**src/rtl/core_pkg.sv**
```systemverilog
// rtl/core_pkg.sv - shared widths, hazard FSM state and pipeline control bundle
package core_pkg;
  localparam int REG_W  = 5;
  localparam int PEND_W = 4;

  typedef enum logic {
    HZ_RUN   = 1'b0,
    HZ_DRAIN = 1'b1
  } hz_state_e;

  typedef struct packed {
    logic stall_if;
    logic stall_id;
    logic flush_id;
    logic flush_ex;
    logic stall_mem;
  } hz_ctrl_t;
endpackage

```
**src/rtl/hazard_scoreboard.sv**
```systemverilog
// rtl/hazard_scoreboard.sv - pending MUL/DIV destination scoreboard and outstanding-op counter
module hazard_scoreboard
  import core_pkg::*;
#(
  parameter int NREGS    = 32,
  parameter int MAX_PEND = 4
) (
  input  logic              clk,
  input  logic              rst,
  input  logic [REG_W-1:0]  rs1_id,
  input  logic [REG_W-1:0]  rs2_id,
  input  logic [REG_W-1:0]  rd_id,
  input  logic              use_rs1_id,
  input  logic              use_rs2_id,
  input  logic              rf_en_id,
  input  logic              mdu_op_id,
  input  logic              issue,
  input  logic              mdu_done,
  input  logic [REG_W-1:0]  mdu_done_rd,
  output logic              sb_hit,
  output logic              mdu_full,
  output logic              pend_zero,
  output logic [PEND_W-1:0] pend_cnt
);
  logic [NREGS-1:0]  sb_q, sb_d, sb_eff, set_vec, clr_vec;
  logic [PEND_W-1:0] pend_cnt_q, pend_cnt_d;

  always_comb begin
    set_vec = '0;
    clr_vec = '0;
    if (issue)    set_vec[rd_id]       = 1'b1;
    if (mdu_done) clr_vec[mdu_done_rd] = 1'b1;
  end

  // Lookups see the same-cycle completion already cleared.
  assign sb_eff = sb_q & ~clr_vec;

  assign sb_hit = (use_rs1_id & sb_eff[rs1_id]) |
                  (use_rs2_id & sb_eff[rs2_id]) |
                  (rf_en_id   & sb_eff[rd_id]);

  assign pend_zero = (pend_cnt_q == '0);
  assign mdu_full  = mdu_op_id & (pend_cnt_q == PEND_W'(MAX_PEND)) & ~mdu_done;
  assign pend_cnt  = pend_cnt_q;

  always_comb begin
    sb_d    = sb_eff | set_vec;
    sb_d[0] = 1'b0;
    pend_cnt_d = pend_cnt_q;
    if (issue && !mdu_done && pend_cnt_q != PEND_W'(MAX_PEND))
      pend_cnt_d = pend_cnt_q + 1'b1;
    else if (mdu_done && !issue && pend_cnt_q != '0)
      pend_cnt_d = pend_cnt_q - 1'b1;
  end

  always_ff @(posedge clk or posedge rst) begin
    if (rst) begin
      sb_q       <= '0;
      pend_cnt_q <= '0;
    end else begin
      sb_q       <= sb_d;
      pend_cnt_q <= pend_cnt_d;
    end
  end

  // A completion with nothing outstanding is a producer protocol error.
  always_ff @(posedge clk) begin
    if (!rst) assert (!(mdu_done && !issue && pend_cnt_q == '0));
  end
endmodule

```
**src/rtl/hazard_unit.sv**
```systemverilog
// rtl/hazard_unit.sv - stall/flush generation for load-use, MUL/DIV, FENCE and branch hazards
module hazard_unit
  import core_pkg::*;
#(
  parameter int NREGS    = 32,
  parameter int MAX_PEND = 4
) (
  input  logic             clk,
  input  logic             rst,
  input  logic [REG_W-1:0] rs1_id,
  input  logic [REG_W-1:0] rs2_id,
  input  logic [REG_W-1:0] rd_id,
  input  logic             use_rs1_id,
  input  logic             use_rs2_id,
  input  logic             rf_en_id,
  input  logic             mdu_op_id,
  input  logic             fence_id,
  input  logic [REG_W-1:0] rd_ex,
  input  logic             mem_rd_ex,
  input  logic             br_taken_ex,
  input  logic             mdu_done,
  input  logic [REG_W-1:0] mdu_done_rd,
  input  logic             dmem_busy,
  output logic             stall_if,
  output logic             stall_id,
  output logic             flush_id,
  output logic             flush_ex,
  output logic             stall_mem,
  output logic             drain
);
  hz_state_e         state_q;
  hz_ctrl_t          ctrl;
  logic              load_use, sb_hit, mdu_full, pend_zero, fence_hold, id_hold, issue;
  logic [PEND_W-1:0] pend_cnt;

  hazard_scoreboard #(.NREGS(NREGS), .MAX_PEND(MAX_PEND)) u_sb (
    .clk        (clk),
    .rst        (rst),
    .rs1_id     (rs1_id),
    .rs2_id     (rs2_id),
    .rd_id      (rd_id),
    .use_rs1_id (use_rs1_id),
    .use_rs2_id (use_rs2_id),
    .rf_en_id   (rf_en_id),
    .mdu_op_id  (mdu_op_id),
    .issue      (issue),
    .mdu_done   (mdu_done),
    .mdu_done_rd(mdu_done_rd),
    .sb_hit     (sb_hit),
    .mdu_full   (mdu_full),
    .pend_zero  (pend_zero),
    .pend_cnt   (pend_cnt)
  );

  assign load_use = mem_rd_ex & (rd_ex != '0) &
                    ((use_rs1_id & (rs1_id == rd_ex)) | (use_rs2_id & (rs2_id == rd_ex)));

  assign fence_hold = fence_id & (state_q == HZ_RUN) & (~pend_zero | dmem_busy);
  assign id_hold    = load_use | sb_hit | mdu_full | (state_q == HZ_DRAIN) | fence_hold;
  assign issue      = mdu_op_id & rf_en_id & (rd_id != '0) & ~id_hold & ~dmem_busy & ~br_taken_ex;

  // A held MEM stage also holds EX, so a resolved branch waits for the freeze to lift.
  always_comb begin
    ctrl = '0;
    if (dmem_busy) begin
      ctrl.stall_mem = 1'b1;
      ctrl.stall_if  = 1'b1;
      ctrl.stall_id  = 1'b1;
    end else if (br_taken_ex) begin
      ctrl.flush_id = 1'b1;
      ctrl.flush_ex = 1'b1;
    end else if (id_hold) begin
      ctrl.stall_if = 1'b1;
      ctrl.stall_id = 1'b1;
      ctrl.flush_ex = 1'b1;
    end
  end

  always_ff @(posedge clk or posedge rst) begin
    if (rst) begin
      state_q <= HZ_RUN;
    end else begin
      case (state_q)
        HZ_RUN:   if (fence_id && (!pend_zero || dmem_busy) && !br_taken_ex) state_q <= HZ_DRAIN;
        HZ_DRAIN: if (pend_zero && !dmem_busy) state_q <= HZ_RUN;
        default:  state_q <= HZ_RUN;
      endcase
    end
  end

  assign stall_if  = ctrl.stall_if;
  assign stall_id  = ctrl.stall_id;
  assign flush_id  = ctrl.flush_id;
  assign flush_ex  = ctrl.flush_ex;
  assign stall_mem = ctrl.stall_mem;
  assign drain     = (state_q == HZ_DRAIN);
endmodule

```
**config.mk**
```make
export PLATFORM = sky130hd
export DESIGN_NAME = hazard_unit
export DESIGN_NICKNAME = d
export VERILOG_FILES = /design/src/rtl/core_pkg.sv /design/src/rtl/hazard_scoreboard.sv /design/src/rtl/hazard_unit.sv
export SDC_FILE = /design/constraint.sdc
export NUM_CORES = 1
export LEC_CHECK = 0
export BUFFER_PORTS_ARGS = -buffer_cell sky130_fd_sc_hd__buf_2
export CORE_ASPECT_RATIO = 1.4
export CORE_MARGIN = 2
export CORE_UTILIZATION = 35
export DETAILED_ROUTE_END_ITERATION = 12
export PLACE_DENSITY = 0.62
export SYNTH_ARGS = -nofsm -noshare
export SYNTH_HDL_FRONTEND = slang
export SYNTH_SLANG_ARGS = --single-unit
export TNS_END_PERCENT = 20
```
**constraint.sdc**
```tcl
create_clock -name clk -period 9.2 [get_ports clk]
set_input_delay 1.84 -clock clk [delete_from_list [all_inputs] [get_ports clk]]
set_output_delay 1.84 -clock clk [all_outputs]
set_load 0.01 [all_outputs]
```
Yosys cells after proc, flatten, opt, wreduce, memory -nomap -nowiden
Index checks and enable logic that the tools add are counted.

Bits in registers: 36. Memory bits (read-only): 0. Word-level logic and storage cells: 93. Memories: 0. Bits in latches: 0. Bits of input ports: 36. RAM bits: 0.

Shifts and indexed selects: 0. $add $sub $neg: 2. Magnitude comparators: 6. Reductions and logical operators: 20. $mul: 0. Mux-type cells: 25. Bitwise logic cells: 33. Div/mod/pow operators: 0. Eq/ne operators: 4.

Operators by type and width (number): 2-to-1 mux 32 bit (2); bitwise AND 32 bit (1); inverter 32 bit (1); OR 32 bit (1); < comparator 5 x 6 -> 1 bit, second input constant (4); bitwise AND 1 bit (16); binary-select mux 1 bit (select 5 bit) (3); 2-to-1 mux 1 bit (11); demux 1 bit (select 5 bit) (2); == test 5 bit (2); >= comparator 5 x 1 -> 1 bit, second input constant (2); nonzero test 5 bit (2); logical AND 1 bit (9); 2-to-1 mux 2 bit (4); 2-to-1 mux 4 bit (2); OR 1 bit (8); inverter 1 bit (6); logical NOT 1 bit (5); adder 4 x 1 -> 4 bit, second input constant (1); == test 4 x 3 -> 1 bit, second input constant (1); logical NOT 4 bit (1); inequality test 4 x 3 -> 1 bit, second input constant (1); nonzero test 4 bit (1); subtractor 4 x 1 -> 4 bit, second input constant (1); 3 further kinds (3).

Logic depth before layout (Yosys ltp)
Depth in word-level cells: 25. Depth in mapped cells: 17.

Hierarchy
Synthesis repeated with hierarchy kept, for this count alone.

Cells, all modules: 303. Area total of the unflattened synthesis: 2748.9 sq um.

Modules (own cells, without submodules): hazard_scoreboard (seq. area each 875.8 sq um, area each 2467.4 sq um, cells each 267, times used 1); hazard_unit (seq. area each 25.0 sq um, area each 281.5 sq um, cells each 36, times used 1).

Worst setup path before layout
OpenSTA, ideal clock, no wires.

Path type: input port to output port. Start: in rd_id[0]. End: out stall_if. Required time: 7360 ps. Stages on the path: 9. Buffers on the path: 3. Setup slack: 3321 ps. Arrival: 4039 ps. Cell sequence: buf_2 buf_1 nor2_1 a311o_1 a2111o_1 o21ba_1 and3_1 o21bai_1 buf_4.

Cells in the longest elaborated chain, start to end: 11.

RTL lines: from (decl) (line hazard_unit.sv:12) `input logic [REG_W-1:0] rd_id,`; binary-select mux 1 bit (select 5 bit) (line hazard_scoreboard.sv:40) `(rf_en_id & sb_eff[rd_id]);`; 2-to-1 mux 1 bit (implied by the code) (line hazard_scoreboard.sv:40); bitwise AND 1 bit (line hazard_scoreboard.sv:40); OR 1 bit (line hazard_scoreboard.sv:39) `(use_rs2_id & sb_eff[rs2_id]) |`; OR 1 bit (4 in a row) (line hazard_unit.sv:59) `assign id_hold = load_use | sb_hit | mdu_full | (state_q == HZ_DRAIN) | fence_hold;`; 2-to-1 mux 2 bit (line hazard_unit.sv:72) `end else if (id_hold) begin`; 2-to-1 mux 2 bit (line hazard_unit.sv:69) `end else if (br_taken_ex) begin`; 2-to-1 mux 2 bit (line hazard_unit.sv:65) `if (dmem_busy) begin`; to (decl) (line hazard_unit.sv:24) `output logic stall_if,`.

Every way passes these cells. The select of a mux whose other input is x is not followed.

Worst setup path in the final report
Start: in mdu_done_rd[0]. End: out stall_id.

Cells in the longest elaborated chain, start to end: 19. Elaborated cells on any way between the ends: 26. Classes of those cells: order compare (2); mux (12); bitwise (11); reduce/logical (1).

RTL lines: from (decl) (line hazard_unit.sv:22) `input logic [REG_W-1:0] mdu_done_rd,`; < comparator 5 x 6 -> 1 bit (implied by the code) / >= comparator 5 x 1 -> 1 bit (equally long branches) (line hazard_scoreboard.sv:32) `if (mdu_done) clr_vec[mdu_done_rd] = 1'b1;`; logical AND 1 bit (implied by the code) (line hazard_scoreboard.sv:32); 2-to-1 mux 1 bit (implied by the code) (line hazard_scoreboard.sv:32); demux 1 bit (select 5 bit) *; 2-to-1 mux 32 bit * (line hazard_scoreboard.sv:32); inverter 32 bit * (line hazard_scoreboard.sv:36) `assign sb_eff = sb_q & ~clr_vec;`; bitwise AND 32 bit * (line hazard_scoreboard.sv:36); binary-select mux 1 bit (select 5 bit) (on tied branches) (line hazard_scoreboard.sv:38, hazard_scoreboard.sv:39); 2-to-1 mux 1 bit (on tied branches) (line hazard_scoreboard.sv:38, hazard_scoreboard.sv:39); bitwise AND 1 bit (on tied branches) (line hazard_scoreboard.sv:38, hazard_scoreboard.sv:39); OR 1 bit (line hazard_scoreboard.sv:38) `assign sb_hit = (use_rs1_id & sb_eff[rs1_id]) |`; OR 1 bit * (line hazard_scoreboard.sv:39); OR 1 bit * (4 in a row) (line hazard_unit.sv:59); 2-to-1 mux 2 bit * (line hazard_unit.sv:72); 2-to-1 mux 2 bit * (line hazard_unit.sv:69); 2-to-1 mux 2 bit * (line hazard_unit.sv:65); to (decl) (line hazard_unit.sv:25) `output logic stall_id,`.

Every way passes the cells marked *; elsewhere a longest branch is shown, timed or not. The select of a mux whose other input is x is not followed.

==> flow_summary.toml <==
[clocking]
cts_buffers = 5
clock_sinks = 36
hold_buffers = 0
cts_tree = "done"
insertion_delay_ps = 290
root_buffer = "clkbuf_16"
path_clk_slew_ps = 60
clockBufferDepth = 2
cts_resized = 0
cts.htree.levels = 2
post_cts.repair.setup_buffers = 0

[worst_setup_path]
critical_path.slowest_cell = "mux4_2"
setup.worst_path.class = "primary input to primary output"
crit_fanout = 11
end_kind = "primary output"
startpoint_type = "primary input"
slowest_delay_ps = 500
path_cells = "buf_2, nand2b_1, o21ai_1, mux4_2, nor4_1, o21ba_1, and3_1, o21bai_1, buf_2"
cpMostUsedCell = "buf_2"
critical_path_required_ps = 7360
worstPathArrival_ps = 4440
r2r_setup_slack_ps = 5310

[grt]
grt-ovfl-total = 0
grt_max_degree = 37
grt_pass1_vias = 3166
grt_pass1_wl_mm = 16.6
track_usage = 0.222
antenna_found_initial = 0

[power]
p_int_mw = 0.334
swShare = 0.333
p_leak_nw = 1.43
p_per_area_nw_per_um2 = 142
ir_drop_mv = 0.0934
p_comb_frac = 0.284
seqPwrFrac = 0.368
power_frac_clock = 0.348
switchingPower_mw = 0.167

[hold_path]
hold_path_class = "flip-flop to flip-flop"

[yosys]
synthArstFlopShare = 1.00
synth_area_um2 = 3130
synth_cells = 369
syn_avg_cell_area_um2 = 8.47
synth_nets = 408
ys.flop_type = "dfrtp_1"
ys_ff_latch = 36
synth_edf_count = 0
synth_cell_type_count = 74
yosysSeqAreaShare = 0.288
ys_warn_count = 0

[sta]
max_freq_mhz = 159
fin_skew_ps = 5.51
final_max_slew_viol_count = 0
slew-limit-headroom = 0.566
finalSetupViolCount = 0
setup-tns-final_ps = 0
hold_viol_final = 0
worstMarginPinSlew_ps = 644
holdWs_ps = 540
period_share = 0.683
rsz0062_at_grt = "no"
layout_setup_ws_ps = 2920
finalCriticalPeriod_ps = 6280

[die]
core-area_um2 = 8660
ios = 42
die_w_um = 83.9
rows = 40
die_y_um = 116
dieArea_um2 = 9720
start_util = 0.361

[cells_and_area]
drive_gt1_frac = 0.171
multi_input_area_um2 = 2080
final_cell_mix = "o21ai_1, buf_2, dfrtp_1, nand2_1, nor2_1"
fillers = 883
syn2layout_area_growth_pct = 12.6
layout.nets = 436
final_util = 0.407
seq_area_um2 = 901
diodes = 0
mostFrequentLayoutCell = "o21ai_1"

[route]
via_per_inst = 6.46
postRouteAntennaNets = 0
drt-initial-drc-count = 422
wl_mm = 10.7
wl_per_cell_um = 21.3
drc = 0
vias = 3249
dr.pass1.iters = 6

[placed_design]
port_buffers = 41
dpl_worst_slack_ps = 2940
gp_congestion = 1.00
dp_hpwl_mm = 8.15

[run_status]
status = "finished clean"

[run]
drv_cap = 0
[per-layer routing]
| metal | global-route usage | vias up | wire length, um |
|---|---|---|---|
| li1 | - | 1472 | - |
| met1 | 0.254 | 1538 | 4150 |
| met2 | 0.388 | 183 | 5190 |
| met3 | 0.0335 | 56 | 726 |
| met4 | 0.142 | 0 | 673 |
| met5 | 0 | - | 0 |
[worst max-delay path: cells and delay by family]
kind	cells	cell delay (ps)
mux	1	500
compound gates	3	630
buf+inv	2	310
simple gates	3	1150
[power by group through the flow]
stage                     combinational [mW]  sequential, mW  clock, mW
after floorplan                       0.0983           0.183          0
after global placement                 0.138           0.186          0
after CTS                              0.141           0.183      0.175
after global routing                   0.157           0.185      0.180
after detailed placement               0.140           0.186          0
final                                  0.142           0.184      0.174
[cells in the mapped netlist, drive strengths merged (2+ instances only)]
| cell type | instances | area, um2 |
|---|---|---|
| o21a | 6 | 45.0 |
| nor2 | 21 | 78.8 |
| o2bb2ai | 2 | 17.5 |
| nor4 | 10 | 62.6 |
| nand3 | 13 | 75.1 |
| and4 | 2 | 17.5 |
| a21o | 2 | 15.0 |
| o21ai | 59 | 303 |
| xnor2 | 4 | 35.0 |
| buf | 11 | 60.1 |
| xor2 | 11 | 96.3 |
| o211a | 3 | 30.0 |
| and3 | 4 | 25.0 |
| nand4b | 3 | 32.5 |
| mux2 | 4 | 45.0 |
| nand4 | 8 | 50.1 |
| and2 | 3 | 18.8 |
| nand2b | 5 | 31.3 |
| a31oi | 5 | 31.3 |
| nand4bb | 3 | 33.8 |
| mux4 | 4 | 90.1 |
| nor3b | 3 | 22.5 |
| clkbuf | 10 | 37.5 |
| or3 | 3 | 18.8 |
| o211ai | 8 | 60.1 |
| o2111ai | 4 | 35.0 |
| ha | 2 | 25.0 |
| and3b | 2 | 17.5 |
| nor2b | 9 | 56.3 |
| mux2i | 16 | 160 |
| and4bb | 2 | 25.0 |
| o21bai | 4 | 30.0 |
| o221ai | 2 | 17.5 |
| a21oi | 8 | 40.0 |
| a22oi | 2 | 15.0 |
| o31a | 2 | 17.5 |
| inv | 12 | 45.0 |
| nand2 | 24 | 90.1 |
| o31ai | 3 | 22.5 |
| o32ai | 3 | 26.3 |
| dfrtp | 36 | 901 |
| or2 | 2 | 12.5 |
| nor3 | 5 | 25.0 |
[logic make-up after synthesis]
group,synth area share
xor+xnor,0.0420
compound gates,0.280
buf+inv,0.0468
fa+ha+maj,0.0144
mux,0.0944
flops,0.288
simple gates,0.234
[metrics by stage]
stage | cell area, um2 | cells | total power, mW
2_1_floorplan | 3130 | 369 | 0.281
3_3_place_gp | 3370 | 495 | 0.324
3_5_place_dp | 3370 | 495 | 0.326
4_1_cts | 3520 | 503 | 0.499
5_1_grt | 3520 | 503 | 0.522
6_report | 3520 | 503 | 0.500
[worst paths after layout]
check,startpoint,to,depth (start not counted)
max in group asynchronous,rst,u_sb.sb_q[10],3
max reg2reg,u_sb.pend_cnt[0],u_sb.pend_cnt[3],15
min reg2reg,u_sb.sb_q[2],u_sb.sb_q[2],2
max,mdu_done_rd[0],stall_id,9
min in group asynchronous,rst,u_sb.sb_q[30],3
min,u_sb.sb_q[2],u_sb.sb_q[2],2
[cell type report]
| cell class | instances | area share |
|---|---|---|
| clock buffers | 8 | 0.0416 |
| inverters | 13 | 0.0139 |
| multi-input cells | 299 | 0.591 |
| flip-flops and latches | 36 | 0.256 |
| well taps | 105 | 0.0373 |
| repair buffers | 42 | 0.0604 |
[state kept, by name, summed over array words and instances (netlist names)]
signal / cells
u_sb.pend_cnt: 4
u_sb.sb_q: 31
drain: 1
No activity file was read; power rests on OpenSTA's default activity.
